## src/rtl/lz77_decoder.sv

```systemverilog
// LZ77 token decoder: expands (offset, match_len, char_nxt) tokens into a
// registered character stream using a 9-entry history shift register.
module lz77_decoder #(
    parameter logic [7:0] END_CHAR = 8'h24
) (
    input  logic       clk,
    input  logic       reset,
    input  logic       in_valid,
    output logic       in_ready,
    input  logic [3:0] offset,
    input  logic [2:0] match_len,
    input  logic [7:0] char_nxt,
    output logic       out_valid,
    output logic [7:0] out_char,
    output logic       finish
);

    typedef enum logic [1:0] {
        ST_IDLE = 2'd0,
        ST_COPY = 2'd1,
        ST_LIT  = 2'd2,
        ST_DONE = 2'd3
    } state_t;

    state_t      state_r;
    state_t      state_nxt_s;
    logic [71:0] hist_r;      // hist[i] lives in bits [8*i +: 8]
    logic [3:0]  off_r;
    logic [2:0]  cnt_r;
    logic [2:0]  cnt_nxt_s;
    logic [7:0]  char_r;
    logic        out_valid_r;
    logic [7:0]  out_char_r;
    logic        finish_r;
    logic        accept_s;
    logic        emit_s;
    logic        fin_s;
    logic [7:0]  emit_char_s;

    function automatic logic [7:0] hist_at(input logic [71:0] h, input logic [3:0] idx);
        case (idx)
            4'd0:    return h[7:0];
            4'd1:    return h[15:8];
            4'd2:    return h[23:16];
            4'd3:    return h[31:24];
            4'd4:    return h[39:32];
            4'd5:    return h[47:40];
            4'd6:    return h[55:48];
            4'd7:    return h[63:56];
            default: return h[71:64];
        endcase
    endfunction

    function automatic logic [3:0] clamp_offset(input logic [3:0] o);
        if (o > 4'd8) begin
            return 4'd8;
        end else begin
            return o;
        end
    endfunction

    assign in_ready  = (state_r == ST_IDLE);
    assign out_valid = out_valid_r;
    assign out_char  = out_char_r;
    assign finish    = finish_r;

    // Next-state and per-cycle emit decisions
    always_comb begin
        state_nxt_s = state_r;
        cnt_nxt_s   = cnt_r;
        accept_s    = 1'b0;
        emit_s      = 1'b0;
        fin_s       = 1'b0;
        emit_char_s = 8'h00;
        case (state_r)
            ST_IDLE: begin
                if (in_valid) begin
                    accept_s  = 1'b1;
                    cnt_nxt_s = match_len;
                    if (match_len != 3'd0) begin
                        state_nxt_s = ST_COPY;
                    end else begin
                        state_nxt_s = ST_LIT;
                    end
                end else begin
                    state_nxt_s = ST_IDLE;
                end
            end
            ST_COPY: begin
                // Reading the live history each cycle makes overlapping copies work
                emit_s      = 1'b1;
                emit_char_s = hist_at(hist_r, off_r);
                cnt_nxt_s   = cnt_r - 3'd1;
                if (cnt_r == 3'd1) begin
                    state_nxt_s = ST_LIT;
                end else begin
                    state_nxt_s = ST_COPY;
                end
            end
            ST_LIT: begin
                if (char_r != END_CHAR) begin
                    emit_s      = 1'b1;
                    emit_char_s = char_r;
                    state_nxt_s = ST_IDLE;
                end else begin
                    fin_s       = 1'b1;
                    state_nxt_s = ST_DONE;
                end
            end
            ST_DONE: begin
                state_nxt_s = ST_DONE;
            end
            default: begin
                state_nxt_s = ST_IDLE;
            end
        endcase
    end

    // State, token latch, history and registered outputs
    always_ff @(posedge clk) begin
        if (reset) begin
            state_r     <= ST_IDLE;
            hist_r      <= 72'h0;
            off_r       <= 4'd0;
            cnt_r       <= 3'd0;
            char_r      <= 8'h00;
            out_valid_r <= 1'b0;
            out_char_r  <= 8'h00;
            finish_r    <= 1'b0;
        end else begin
            state_r     <= state_nxt_s;
            cnt_r       <= cnt_nxt_s;
            out_valid_r <= emit_s;
            finish_r    <= finish_r | fin_s;
            if (accept_s) begin
                off_r  <= clamp_offset(offset);
                char_r <= char_nxt;
            end
            if (emit_s) begin
                hist_r     <= {hist_r[63:0], emit_char_s};
                out_char_r <= emit_char_s;
            end
        end
    end

endmodule

```

## config.mk

```make
export PLATFORM = sky130hd
export DESIGN_NAME = lz77_decoder
export DESIGN_NICKNAME = d
export VERILOG_FILES = /design/src/rtl/lz77_decoder.sv
export SDC_FILE = /design/constraint.sdc
export NUM_CORES = 1
export LEC_CHECK = 0
export ABC_CLOCK_PERIOD_IN_PS = 1500
export CAP_MARGIN = 20
export CORE_ASPECT_RATIO = 0.7
export CORE_MARGIN = 5
export CORE_UTILIZATION = 53
export CTS_CLUSTER_DIAMETER = 150
export CTS_CLUSTER_SIZE = 20
export DETAILED_ROUTE_END_ITERATION = 6
export PLACE_DENSITY = 0.84
export SYNTH_ARGS = -nofsm -noshare
export SYNTH_HDL_FRONTEND = slang
export SYNTH_SLANG_ARGS = --single-unit
```

## constraint.sdc

```tcl
create_clock -name clk -period 1.5 [get_ports clk]
set_input_delay 0.375 -clock clk [delete_from_list [all_inputs] [get_ports clk]]
set_output_delay 0.375 -clock clk [all_outputs]
set_load 0.1 [all_outputs]
```

==> results_tabular.tex, run 1 <==
\begin{tabular}{lr}
\hline
Metric & Value \\
\hline
\multicolumn{2}{l}{\textbf{Status}} \\
Run status & complete, but fails checks \\
Failing checks & design-rule violations, negative setup slack \\
\multicolumn{2}{l}{\textbf{Final layout}} \\
Number of fill cells in the layout & 300 \\
Utilization of the core after routing & 85.2\% \\
Most frequent cells in the layout & 116 x sky130\_fd\_sc\_hd\_\_nand2\_1, 82 x sky130\_fd\_sc\_hd\_\_dfxtp\_1, 57 x sky130\_fd\_sc\_hd\_\_buf\_4, 49 x sky130\_fd\_sc\_hd\_\_a21oi\_1, 38 x sky130\_fd\_sc\_hd\_\_a21oi\_2 \\
Layout Nets & 622 \\
Post-route cell area & 6290 sq um \\
Antenna diode instance count & 0 \\
Most common cell after layout, fill and taps aside & sky130\_fd\_sc\_hd\_\_nand2\_1 \\
Area Overhead vs Synth & 54.8\% \\
Fraction of final layout cells with drive strength greater than 1 & 43.0\% \\
\multicolumn{2}{l}{\textbf{Power and ir drop}} \\
Post-layout total power & 5.31 mW \\
Areal power density over the cells & 844 nW/um\^{}2 \\
Standby leakage power & 2.20 nW \\
VDD IR max & 1080 uV \\
\multicolumn{2}{l}{\textbf{GRT}} \\
First-pass GRT wire length & 22.6 mm \\
Antenna violations before repair & 0 \\
Pin count of the biggest net entering global routing & 49 \\
Vias in the first global route & 4241 \\
Remaining Overflow, GRT & 0 \\
Global routing usage summed across all routing layers & 30.3\% \\
\multicolumn{2}{l}{\textbf{Synth}} \\
Total of flip-flops plus latches after synthesis & 91 \\
Most area-consuming cells after synthesis & sky130\_fd\_sc\_hd\_\_dfxtp\_1 45\%, sky130\_fd\_sc\_hd\_\_nand2\_1 15\%, sky130\_fd\_sc\_hd\_\_a21oi\_1 11\%, sky130\_fd\_sc\_hd\_\_mux2i\_1 2.7\%, sky130\_fd\_sc\_hd\_\_clkbuf\_1 2.2\% \\
Number of enable flip-flop cells after synthesis & 0 \\
Average cell area after synthesis & 7.91 sq um \\
Synth area leader & sky130\_fd\_sc\_hd\_\_dfxtp\_1 \\
Proportion of register bits with asynchronous set or reset after synthesis & 0\% \\
Synth top area share & 44.8\% \\
Prevailing post-synth register cell & sky130\_fd\_sc\_hd\_\_dfxtp\_1 \\
Number of standard cells after synthesis & 514 \\
Proportion of synthesized chip area in sequential cells & 44.8\% \\
Post-Syn Nets & 538 \\
Yosys warns & 0 \\
Post-synth design cell area & 4070 sq um \\
Number of different library cells in the post-synthesis netlist & 47 \\
\multicolumn{2}{l}{\textbf{Critical path}} \\
Worst Setup Start Kind & flip-flop \\
CP endpoint kind & flip-flop \\
Class of the most critical setup path & reg2reg \\
Worst EP required & 1780 ps \\
Worst reg-to-reg setup slack & -310 ps \\
Data arrival time of the worst path & 2090 ps \\
Worst Path Max Fanout & 9 \\
\multicolumn{2}{l}{\textbf{Placed design}} \\
Final weighted congestion of routability-driven global placement & 0.911 \\
Placed Area & 4940 sq um \\
Number of buffers inserted by port buffering & 28 \\
Half-perimeter wire length of the detailed placement result & 7.76 mm \\
Post-Place Worst Slack & -264 ps \\
\multicolumn{2}{l}{\textbf{Timing}} \\
Share of the clock period used by the worst path & 121\% \\
Final hold violation count & 0 \\
Fin crit period & 1810 ps \\
Post-route setup slack & -312 ps \\
Setup skew after layout & 10.7 ps \\
Count of final max-slew check failures & 0 \\
Final setup violation count & 80 \\
Worst-margin pin slew & 431 ps \\
Highest clock frequency the design can meet & 0.552 GHz \\
RSZ-0062 raised after global routing & yes \\
Slew headroom & 71.1\% \\
\multicolumn{2}{l}{\textbf{Route}} \\
First-pass detailed-route iteration total & 7 \\
Iteration-0 DRC Markers & 823 \\
Residual DRC count & 2 \\
Antenna viol nets, final & 0 \\
Wire length after detailed routing & 17.4 mm \\
Routed length per instance & 24.9 um \\
Vias per cell & 6.76 \\
Overall via count from detail\_route & 4741 \\
\multicolumn{2}{l}{\textbf{Floorplanning}} \\
Core area & 7380 sq um \\
Initial core utilization & 55.0\% \\
I/O pin total & 29 \\
Placement row count & 26 \\
Die area & 9550 sq um \\
Chip Height & 83.3 um \\
Overall die width & 115 um \\
\multicolumn{2}{l}{\textbf{Clock tree}} \\
Number of sinks handled by clock tree synthesis & 91 \\
Maximum clock insertion buffer count & 2 \\
Clock tree from TritonCTS & built \\
Count of H-tree levels built during CTS & 3 \\
Post-CTS clock slew at the launch and capture registers of the worst setup and hold paths & 90 ps \\
Worst skew pair latency & 380 ps \\
Inserted Clock Buffers & 9 \\
Buffer type at the clock tree root & sky130\_fd\_sc\_hd\_\_clkbuf\_8 \\
Hold Buf Count CTS & 0 \\
\multicolumn{2}{l}{\textbf{Flow run}} \\
Max-cap check violation count & 0 \\
\multicolumn{2}{l}{\textbf{Worst hold path}} \\
Worst hold-check path type & in2reg \\
\hline
\end{tabular}
## path summary, 6_finish.rpt
path | depth (start not counted) | to | startpoint
setup / recovery | 8 | hist_r[61]$_SDFFE_PP0P_ | state_r[0]$_SDFF_PP0_
hold / removal | 2 | finish$_SDFF_PP0_ | reset
setup reg to reg | 8 | hist_r[61]$_SDFFE_PP0P_ | state_r[0]$_SDFF_PP0_
hold reg to reg | 2 | cnt_r[1]$_SDFFE_PP0P_ | cnt_r[1]$_SDFFE_PP0P_
## cell type report
| class | count | area (sq um) | area share, % |
|---|---|---|---|
| Sequential cell | 91 | 1840 | 29.2 |
| Inverter | 10 | 40.0 | 0.636 |
| Timing Repair Buffer | 120 | 1520 | 24.1 |
| Clock inverter | 4 | 72.6 | 1.15 |
| Multi-Input combinational cell | 366 | 2550 | 40.5 |
| Clock buffer | 12 | 155 | 2.47 |
| Tap cell | 98 | 123 | 1.95 |
## flip-flops by register name, summed over array words and instances (netlist names)
register,flops
finish,1
char_r,8
off_r,4
hist_r,72
state_r,2
cnt_r,3
out_valid,1
## power by group
part / internal (mW) / switching [mW] / total (mW)
clock: 1.03 / 0.874 / 1.90
sequential: 2.45 / 0.0438 / 2.49
combinational: 0.416 / 0.503 / 0.919
## layer usage
metal | vias up | GRT usage [%] | part of all wire (%)
met3 | 157 | 10.9 | 13
met1 | 2195 | 38.8 | 36
met2 | 454 | 44.7 | 44
met4 | 0 | 15.3 | 6.9
met5 | - | 0 | 0
li1 | 1935 | - | -
## kinds of logic (layout without fill, tap and decap cells)
family	Yosys count	after routing	share of synthesized area, %
AND/OR/NAND/NOR	198	198	19.9
flip-flops	91	91	44.8
multiplexers	20	20	5.48
buffers and inverters	57	146	6.74
adder cells (fa/ha/maj)	6	6	1.85
AO/OA/AOI/OAI	142	142	21.2
## cells in the mapped netlist (2+ instances only)
cell type and count:
sky130_fd_sc_hd__a211oi_1 4, sky130_fd_sc_hd__a211oi_2 2, sky130_fd_sc_hd__a21oi_1 88, sky130_fd_sc_hd__a221o_1 4, sky130_fd_sc_hd__a22o_1 2, sky130_fd_sc_hd__a22oi_1 3
sky130_fd_sc_hd__a31oi_1 3, sky130_fd_sc_hd__a32oi_1 4, sky130_fd_sc_hd__and3_1 3, sky130_fd_sc_hd__buf_2 12, sky130_fd_sc_hd__buf_4 10, sky130_fd_sc_hd__clkbuf_1 24
sky130_fd_sc_hd__dfxtp_1 91, sky130_fd_sc_hd__ha_1 6, sky130_fd_sc_hd__inv_1 9, sky130_fd_sc_hd__mux2_2 8, sky130_fd_sc_hd__mux2i_1 11, sky130_fd_sc_hd__nand2_1 160
sky130_fd_sc_hd__nand3_1 4, sky130_fd_sc_hd__nand3b_1 3, sky130_fd_sc_hd__nor2_1 13, sky130_fd_sc_hd__nor2b_1 3, sky130_fd_sc_hd__nor3_1 4, sky130_fd_sc_hd__nor4b_1 2
sky130_fd_sc_hd__o211ai_1 2, sky130_fd_sc_hd__o21a_1 2, sky130_fd_sc_hd__o21ai_0 9, sky130_fd_sc_hd__o221ai_1 3, sky130_fd_sc_hd__o22ai_1 4, sky130_fd_sc_hd__o2bb2ai_1 3
sky130_fd_sc_hd__o311ai_0 2
## critical path, cell delays in order, from the launching register on
cell                        delay (ps)
sky130_fd_sc_hd__dfxtp_2           400
sky130_fd_sc_hd__inv_2              70
sky130_fd_sc_hd__ha_4              280
sky130_fd_sc_hd__o21a_4            150
sky130_fd_sc_hd__o21a_4            190
sky130_fd_sc_hd__buf_12            160
sky130_fd_sc_hd__clkbuf_16         180
sky130_fd_sc_hd__nand2_1            70
sky130_fd_sc_hd__a21oi_1           220
## stage by stage
step | TNS (ps) | hold slack, ps | instances
after floorplan | -138 | 433 | 514
after global placement | -8310 | 438 | 654
after detailed placement | -12010 | 442 | 654
after CTS | -5800 | 351 | 691
after global routing | -19870 | 405 | 701
final | -15140 | 388 | 701
## what timing repair did
action                     CTS  global route
setup endpoints to repair   75            79
buffers inserted            12             7
gates cloned                 9             3
pin swaps                   46            40
resized for setup           77           101
Power figures use the tool's default switching activity.
==> run 2, diff against run 1 <==
--- a/config.mk
+++ b/config.mk
@@ -5,6 +5,7 @@
 export SDC_FILE = /design/constraint.sdc
 export NUM_CORES = 1
 export LEC_CHECK = 0
+export ABC_AREA = 1
 export ABC_CLOCK_PERIOD_IN_PS = 1500
 export CAP_MARGIN = 20
 export CORE_ASPECT_RATIO = 0.7
==> run 2 against run 1 <==
The run ends with negative setup slack left. Global-route usage down 8.4 points. First-iteration DRC count down 43%. Non-clock buffer count down 57. Clock skew down 5.0 ps. Maximum frequency up 16%. Critical endpoint is now in_ready. Total power up 10%.
==> results_tabular.tex, run 2 <==
\begin{tabular}{lr}
\hline
Metric & Value \\
\hline
\multicolumn{2}{l}{\textbf{Flow run}} \\
Max-cap check violation count & 0 \\
\multicolumn{2}{l}{\textbf{Route}} \\
Wire length after detailed routing & 12.6 mm \\
First-pass detailed-route iteration total & 7 \\
Antenna viol nets, final & 0 \\
Routed length per instance & 16.5 um \\
Residual DRC count & 0 \\
Overall via count from detail\_route & 4344 \\
Iteration-0 DRC Markers & 471 \\
Vias per cell & 5.70 \\
\multicolumn{2}{l}{\textbf{Synth}} \\
Proportion of register bits with asynchronous set or reset after synthesis & 0\% \\
Count leader, synth & sky130\_fd\_sc\_hd\_\_nor2\_1 \\
Synth area leader & sky130\_fd\_sc\_hd\_\_dfxtp\_1 \\
Post-synth design cell area & 4320 sq um \\
Most area-consuming cells after synthesis & sky130\_fd\_sc\_hd\_\_dfxtp\_1 42\%, sky130\_fd\_sc\_hd\_\_nor2\_1 15\%, sky130\_fd\_sc\_hd\_\_nand3\_1 8.0\%, sky130\_fd\_sc\_hd\_\_nand2\_1 7.4\%, sky130\_fd\_sc\_hd\_\_o21ai\_0 7.3\% \\
Proportion of synthesized chip area in sequential cells & 42.1\% \\
Yosys warns & 0 \\
Post-Syn Nets & 651 \\
Average cell area after synthesis & 6.89 sq um \\
Ranking of synthesized cells by instance count & 171 x sky130\_fd\_sc\_hd\_\_nor2\_1, 91 x sky130\_fd\_sc\_hd\_\_dfxtp\_1, 85 x sky130\_fd\_sc\_hd\_\_nand2\_1, 69 x sky130\_fd\_sc\_hd\_\_nand3\_1, 63 x sky130\_fd\_sc\_hd\_\_o21ai\_0 \\
Number of enable flip-flop cells after synthesis & 0 \\
Total of flip-flops plus latches after synthesis & 91 \\
Prevailing post-synth register cell & sky130\_fd\_sc\_hd\_\_dfxtp\_1 \\
Number of different library cells in the post-synthesis netlist & 29 \\
Number of standard cells after synthesis & 627 \\
Synth top area share & 42.1\% \\
\multicolumn{2}{l}{\textbf{Status}} \\
Failing checks & negative setup slack \\
Run status & complete, but fails checks \\
\multicolumn{2}{l}{\textbf{Critical path}} \\
Kind of cell adding the most delay to the critical path & flip-flops \\
Worst Path Max Fanout & 3 \\
Max stage delay cell, worst path & sky130\_fd\_sc\_hd\_\_dfxtp\_4 \\
Worst EP required & 1120 ps \\
CP endpoint kind & primary output \\
Worst reg2reg path startpoint & state\_r[1]\$\_SDFF\_PP0\_ \\
Data arrival time of the worst path & 1190 ps \\
Logic depth of the worst setup path including buffers & 4 \\
Cells along the critical path & inv\_4 -> ha\_4 -> buf\_6 -> buf\_12 \\
Largest stage delay, worst path & 380 ps \\
CP Buf/Inv Count & 3 \\
Register-to-Register Path Depth & 8 \\
Terminus of the critical flop-to-flop path & hist\_r[63]\$\_SDFFE\_PP0P\_ \\
Worst Setup Start Kind & flip-flop \\
Worst reg-to-reg setup slack & -40 ps \\
Class of the most critical setup path & reg2out \\
\multicolumn{2}{l}{\textbf{Final layout}} \\
Register bank with the most flops & hist\_r \\
Antenna diode instance count & 0 \\
Area Overhead vs Synth & 28.4\% \\
Fraction of final layout cells with drive strength greater than 1 & 20.1\% \\
Post-route cell area & 5550 sq um \\
Most common cell after layout, fill and taps aside & sky130\_fd\_sc\_hd\_\_nor2\_1 \\
Biggest regs & hist\_r: 72 flops, char\_r: 8 flops, off\_r: 4 flops \\
Layout Nets & 680 \\
Utilization of the core after routing & 70.2\% \\
Flip-flop count of the largest register after layout & 72 \\
Most frequent cells in the layout & 138 x sky130\_fd\_sc\_hd\_\_nor2\_1, 85 x sky130\_fd\_sc\_hd\_\_dfxtp\_1, 84 x sky130\_fd\_sc\_hd\_\_nand2\_1, 69 x sky130\_fd\_sc\_hd\_\_nand3\_1, 62 x sky130\_fd\_sc\_hd\_\_o21ai\_0 \\
\multicolumn{2}{l}{\textbf{Worst hold path}} \\
Hold depth & 2 \\
Source of the worst hold timing path & char\_r[7]\$\_SDFFE\_PP0P\_ \\
Hold EP & char\_r[7]\$\_SDFFE\_PP0P\_ \\
Worst hold-check path type & reg2reg \\
\multicolumn{2}{l}{\textbf{Timing}} \\
Post-route setup slack & -65.0 ps \\
Share of the clock period used by the worst path & 104\% \\
RSZ-0062 raised after global routing & yes \\
Setup skew after layout & 5.73 ps \\
Slew headroom & 69.8\% \\
Final hold violation count & 0 \\
Count of final max-slew check failures & 0 \\
Highest clock frequency the design can meet & 0.639 GHz \\
Fin crit period & 1570 ps \\
Worst-margin pin slew & 452 ps \\
Final setup violation count & 13 \\
Summed negative setup slack over all endpoints & -255 ps \\
\multicolumn{2}{l}{\textbf{Clock tree}} \\
Buffer type at the clock tree root & sky130\_fd\_sc\_hd\_\_clkbuf\_16 \\
Clock tree from TritonCTS & built \\
Inserted Clock Buffers & 9 \\
Maximum clock insertion buffer count & 2 \\
Number of sinks handled by clock tree synthesis & 91 \\
Worst skew pair latency & 340 ps \\
Count of H-tree levels built during CTS & 3 \\
Post-CTS clock slew at the launch and capture registers of the worst setup and hold paths & 60 ps \\
\multicolumn{2}{l}{\textbf{Power and ir drop}} \\
Areal power density over the cells & 1060 nW/um\^{}2 \\
Standby leakage power & 2.37 nW \\
VDD IR max & 1060 uV \\
\multicolumn{2}{l}{\textbf{GRT}} \\
Global routing usage summed across all routing layers & 21.9\% \\
First-pass GRT wire length & 18.1 mm \\
Vias in the first global route & 3923 \\
Antenna violations before repair & 0 \\
Remaining Overflow, GRT & 0 \\
Pin count of the biggest net entering global routing & 82 \\
\multicolumn{2}{l}{\textbf{Placed design}} \\
Final weighted congestion of routability-driven global placement & 0.815 \\
Number of buffers inserted by port buffering & 28 \\
Half-perimeter wire length of the detailed placement result & 7.09 mm \\
Post-Place Worst Slack & -133 ps \\
Placed Area & 4840 sq um \\
\multicolumn{2}{l}{\textbf{Floorplanning}} \\
Die area & 10100 sq um \\
Overall die width & 118 um \\
Placement row count & 27 \\
Chip Height & 85.6 um \\
I/O pin total & 29 \\
Core area & 7910 sq um \\
Initial core utilization & 54.7\% \\
\hline
\end{tabular}
-- run 2: cell types whose count changed after synthesis, moves of 13 or more --
cell                       delta
sky130_fd_sc_hd__a21oi_1     -77
sky130_fd_sc_hd__clkbuf_1    -13
sky130_fd_sc_hd__inv_1       +27
sky130_fd_sc_hd__nand2_1     -75
sky130_fd_sc_hd__nand3_1     +65
sky130_fd_sc_hd__nor2_1     +158
sky130_fd_sc_hd__o21ai_0     +54
-- run 2: area by class of cell --
class,count,area [sq um]
multi-input combinational,447,2190
timing repair buffer,63,923
fill,565,2350
tap,101,126
clock buffer,11,243
inverter,44,180
clock inverter,5,60.1
sequential,91,1830
-- run 2: power by group --
part,total (mW),internal (mW),switching (mW)
combinational,0.920,0.382,0.538
sequential,2.65,2.54,0.114
clock,2.29,1.34,0.951
-- run 2: kinds of logic (layout without fill, tap and decap cells) --
| family | count (synthesis) | after routing | share of synthesized area, % |
|---|---|---|---|
| adder cells (fa/ha/maj) | 6 | 6 | 1.74 |
| XOR/XNOR | 1 | 1 | 0.203 |
| AO/OA/AOI/OAI | 102 | 102 | 12.9 |
| AND/OR/NAND/NOR | 337 | 338 | 32.6 |
| buffers and inverters | 90 | 123 | 10.4 |
| flip-flops | 91 | 91 | 42.1 |
-- run 2: what timing repair did --
action                     in CTS  in global routing
buffers inserted                3                  2
setup endpoints to repair      74                 77
hold buffers                    0                  0
gates resized for setup         9                 52
pin swaps                       1                  3
cloned                          0                 11
-- run 2: metal layers --
metal  global-route usage (%)  wire length [um]  up-vias
met4                     9.27               455        0
met1                     26.9              4990     1961
li1                         -                 -     2058
met3                     7.25              1280       62
met5                        0                 0        -
met2                     35.7              5860      263
-- run 2: worst reg2reg max path: stages (launching register included) --
cell	delay, ps
sky130_fd_sc_hd__dfxtp_2	340
sky130_fd_sc_hd__inv_2	80
sky130_fd_sc_hd__ha_1	200
sky130_fd_sc_hd__inv_2	90
sky130_fd_sc_hd__nand2_4	120
sky130_fd_sc_hd__nand2_8	100
sky130_fd_sc_hd__clkbuf_16	200
sky130_fd_sc_hd__o21ai_0	210
sky130_fd_sc_hd__nor2_1	80
-- run 2: how the worst max path moves through the flow --
| stage | start | end | slack, ps |
|---|---|---|---|
| global placement | in_valid | off_r[1]$_SDFFE_PP0P_ | -50 |
| finish | state_r[0]$_SDFF_PP0_ | in_ready | -70 |
| global route | state_r[0]$_SDFF_PP0_ | in_ready | -90 |
| CTS | state_r[0]$_SDFF_PP0_ | in_ready | -60 |
| detailed placement | in_valid | off_r[0]$_SDFFE_PP0P_ | -130 |
| floorplan | state_r[1]$_SDFF_PP0_ | hist_r[16]$_SDFFE_PP0P_ | 20 |
-- run 2: metrics by stage --
stage	cells	hold WS (ps)	power, mW
finish	762	459	5.87
global route	762	481	6.10
CTS	749	473	5.75
detailed placement	730	463	3.47
global placement	730	449	3.44
floorplan	627	436	3.21
==> run 3, diff against run 2 <==
--- a/config.mk
+++ b/config.mk
@@ -6,7 +6,7 @@
 export NUM_CORES = 1
 export LEC_CHECK = 0
 export ABC_AREA = 1
-export ABC_CLOCK_PERIOD_IN_PS = 1500
+export ABC_CLOCK_PERIOD_IN_PS = 1400
 export CAP_MARGIN = 20
 export CORE_ASPECT_RATIO = 0.7
 export CORE_MARGIN = 5
@@ -15,6 +15,7 @@
 export CTS_CLUSTER_SIZE = 20
 export DETAILED_ROUTE_END_ITERATION = 6
 export PLACE_DENSITY = 0.84
+export SKIP_CTS_REPAIR_TIMING = 1
 export SYNTH_ARGS = -nofsm -noshare
 export SYNTH_HDL_FRONTEND = slang
 export SYNTH_SLANG_ARGS = --single-unit
==> constraint.sdc (replaced) <==
create_clock -name clk -period 1.4 [get_ports clk]
set_input_delay 0.35 -clock clk [delete_from_list [all_inputs] [get_ports clk]]
set_output_delay 0.35 -clock clk [all_outputs]
set_load 0.1 [all_outputs]
==> run 3 against run 2 <==
The flow still finishes with violations (negative setup slack). Sequential share of layout area is 2.6 points lower. Non-clock buffer count is 18 higher. Critical path depth is 6 higher. Sequential power is 7.9% higher. Critical path type is now reg2reg. Largest cell class unchanged. Highest routed layer unchanged.
==> results_tabular.tex, run 3 (synthesis results as in run 2) <==
\begin{tabular}{lr}
\hline
Metric & Value \\
\hline
\multicolumn{2}{l}{\textbf{Worst hold path}} \\
Hold depth & 2 \\
Worst hold-check path type & reg2reg \\
Source of the worst hold timing path & char\_r[4]\$\_SDFFE\_PP0P\_ \\
Hold EP & char\_r[4]\$\_SDFFE\_PP0P\_ \\
\multicolumn{2}{l}{\textbf{Timing}} \\
RSZ-0062 raised after global routing & yes \\
Worst-margin pin slew & 407 ps \\
Slew headroom & 72.8\% \\
Final setup violation count & 79 \\
Summed negative setup slack over all endpoints & -11240 ps \\
Share of the clock period used by the worst path & 127\% \\
Setup skew after layout & 10.3 ps \\
Fin crit period & 1780 ps \\
Final hold violation count & 0 \\
Highest clock frequency the design can meet & 0.562 GHz \\
Post-route setup slack & -380 ps \\
Final hold slack & 461 ps \\
Count of final max-slew check failures & 0 \\
\multicolumn{2}{l}{\textbf{Floorplanning}} \\
Initial core utilization & 54.7\% \\
Die area & 10100 sq um \\
Placement row count & 27 \\
Chip Height & 85.6 um \\
Overall die width & 118 um \\
Core area & 7910 sq um \\
I/O pin total & 29 \\
\multicolumn{2}{l}{\textbf{Route}} \\
Residual DRC count & 0 \\
Overall via count from detail\_route & 4880 \\
Vias per cell & 6.22 \\
Iteration-0 DRC Markers & 800 \\
Wire length after detailed routing & 16.5 mm \\
Routed length per instance & 21.0 um \\
Antenna viol nets, final & 0 \\
First-pass detailed-route iteration total & 7 \\
\multicolumn{2}{l}{\textbf{Power and ir drop}} \\
VDD IR max & 1160 uV \\
Post-layout total power & 6.89 mW \\
Areal power density over the cells & 1130 nW/um\^{}2 \\
Standby leakage power & 2.58 nW \\
\multicolumn{2}{l}{\textbf{GRT}} \\
Pin count of the biggest net entering global routing & 82 \\
First-pass GRT wire length & 18.3 mm \\
Vias in the first global route & 3833 \\
Remaining Overflow, GRT & 0 \\
Global routing usage summed across all routing layers & 22.2\% \\
Antenna violations before repair & 0 \\
\multicolumn{2}{l}{\textbf{Clock tree}} \\
Inserted Clock Buffers & 9 \\
Number of sinks handled by clock tree synthesis & 91 \\
Count of H-tree levels built during CTS & 3 \\
Post-CTS clock slew at the launch and capture registers of the worst setup and hold paths & 70 ps \\
Clock tree from TritonCTS & built \\
Buffer type at the clock tree root & sky130\_fd\_sc\_hd\_\_clkbuf\_16 \\
Maximum clock insertion buffer count & 2 \\
Worst skew pair latency & 350 ps \\
\multicolumn{2}{l}{\textbf{Placed design}} \\
Half-perimeter wire length of the detailed placement result & 6.92 mm \\
Number of buffers inserted by port buffering & 28 \\
Inst Count DP & 738 \\
Final weighted congestion of routability-driven global placement & 0.833 \\
\multicolumn{2}{l}{\textbf{Final layout}} \\
Area Overhead vs Synth & 40.5\% \\
Most frequent cells in the layout & 145 x sky130\_fd\_sc\_hd\_\_nor2\_1, 74 x sky130\_fd\_sc\_hd\_\_dfxtp\_1, 68 x sky130\_fd\_sc\_hd\_\_nand2\_1, 59 x sky130\_fd\_sc\_hd\_\_nand3\_1, 42 x sky130\_fd\_sc\_hd\_\_o21ai\_0 \\
Fraction of final layout cells with drive strength greater than 1 & 28.5\% \\
Post-route insts no fill & 785 \\
Flip-flop count of the largest register after layout & 72 \\
Biggest regs & hist\_r: 72 flops, char\_r: 8 flops, off\_r: 4 flops \\
Layout Nets & 703 \\
Number of fill cells in the layout & 485 \\
Most common cell after layout, fill and taps aside & sky130\_fd\_sc\_hd\_\_nor2\_1 \\
Utilization of the core after routing & 76.8\% \\
Register bank with the most flops & hist\_r \\
Antenna diode instance count & 0 \\
\multicolumn{2}{l}{\textbf{Critical path}} \\
Worst reg-to-reg setup slack & -380 ps \\
Worst EP required & 1620 ps \\
Class of the most critical setup path & reg2reg \\
CP endpoint kind & flip-flop \\
Terminus of the critical flop-to-flop path & hist\_r[10]\$\_SDFFE\_PP0P\_ \\
Register-to-Register Path Depth & 10 \\
Worst Setup Start Kind & flip-flop \\
Worst Path Max Fanout & 8 \\
Worst reg2reg path startpoint & char\_r[1]\$\_SDFFE\_PP0P\_ \\
Data arrival time of the worst path & 2000 ps \\
\multicolumn{2}{l}{\textbf{Status}} \\
Failing checks & negative setup slack \\
Run status & complete, but fails checks \\
\multicolumn{2}{l}{\textbf{Flow run}} \\
Max-cap check violation count & 0 \\
\hline
\end{tabular}
## run 3: layer usage
metal / vias to the layer above / track usage [%] / part of all wire, %
li1: 2111 / - / -
met1: 2249 / 28.2 / 35
met2: 373 / 36.7 / 46
met3: 147 / 6.39 / 11
met4: 0 / 7.50 / 6.9
met5: - / 0 / 0
## run 3: how the worst max path moves through the flow
stage,startpoint,to,depth (start not counted)
after floorplan,state_r[1]$_SDFF_PP0_,cnt_r[0]$_SDFFE_PP0P_,7
after global placement,in_valid,off_r[2]$_SDFFE_PP0P_,6
after detailed placement,state_r[0]$_SDFF_PP0_,hist_r[20]$_SDFFE_PP0P_,8
after CTS,state_r[0]$_SDFF_PP0_,hist_r[38]$_SDFFE_PP0P_,8
after global routing,char_r[1]$_SDFFE_PP0P_,hist_r[10]$_SDFFE_PP0P_,10
final,char_r[1]$_SDFFE_PP0P_,hist_r[10]$_SDFFE_PP0P_,10
## run 3: where the power goes
group / leakage, nW / internal (mW) / switching, mW / total (mW)
Combinational: 1.67 / 0.491 / 0.707 / 1.20
Clock: 0.163 / 1.80 / 1.04 / 2.83
Sequential: 0.747 / 2.72 / 0.134 / 2.86
## run 3: worst max-delay path: stages, from the launching register on
cell and delay, ps:
sky130_fd_sc_hd__dfxtp_2 320, sky130_fd_sc_hd__inv_1 70, sky130_fd_sc_hd__nand2_1 90, sky130_fd_sc_hd__nor2_2 150, sky130_fd_sc_hd__nand2_2 100, sky130_fd_sc_hd__nand2_4 100
sky130_fd_sc_hd__nand2_8 90, sky130_fd_sc_hd__nand2_4 120, sky130_fd_sc_hd__clkbuf_16 170, sky130_fd_sc_hd__o21ai_1 60, sky130_fd_sc_hd__nor2_1 350
## run 3: metrics by stage
| stage | cell area [sq um] | setup slack (ps) |
|---|---|---|
| 2_1_floorplan | 4350 | -8.62 |
| 3_3_place_gp | 4860 | -152 |
| 3_5_place_dp | 4860 | -212 |
| 4_1_cts | 5210 | -270 |
| 5_1_grt | 6070 | -373 |
| 6_report | 6070 | -380 |
## run 3: layout make-up
class	instances	area, sq um	area share (%)
multi-input combinational	449	2410	39.6
sequential	91	1850	30.4
timing repair buffer	81	1120	18.5
clock buffer	12	246	4.06
inverter	44	194	3.19
tap	101	126	2.08
clock inverter	4	97.6	1.61
timing repair inverter	3	33.8	0.556
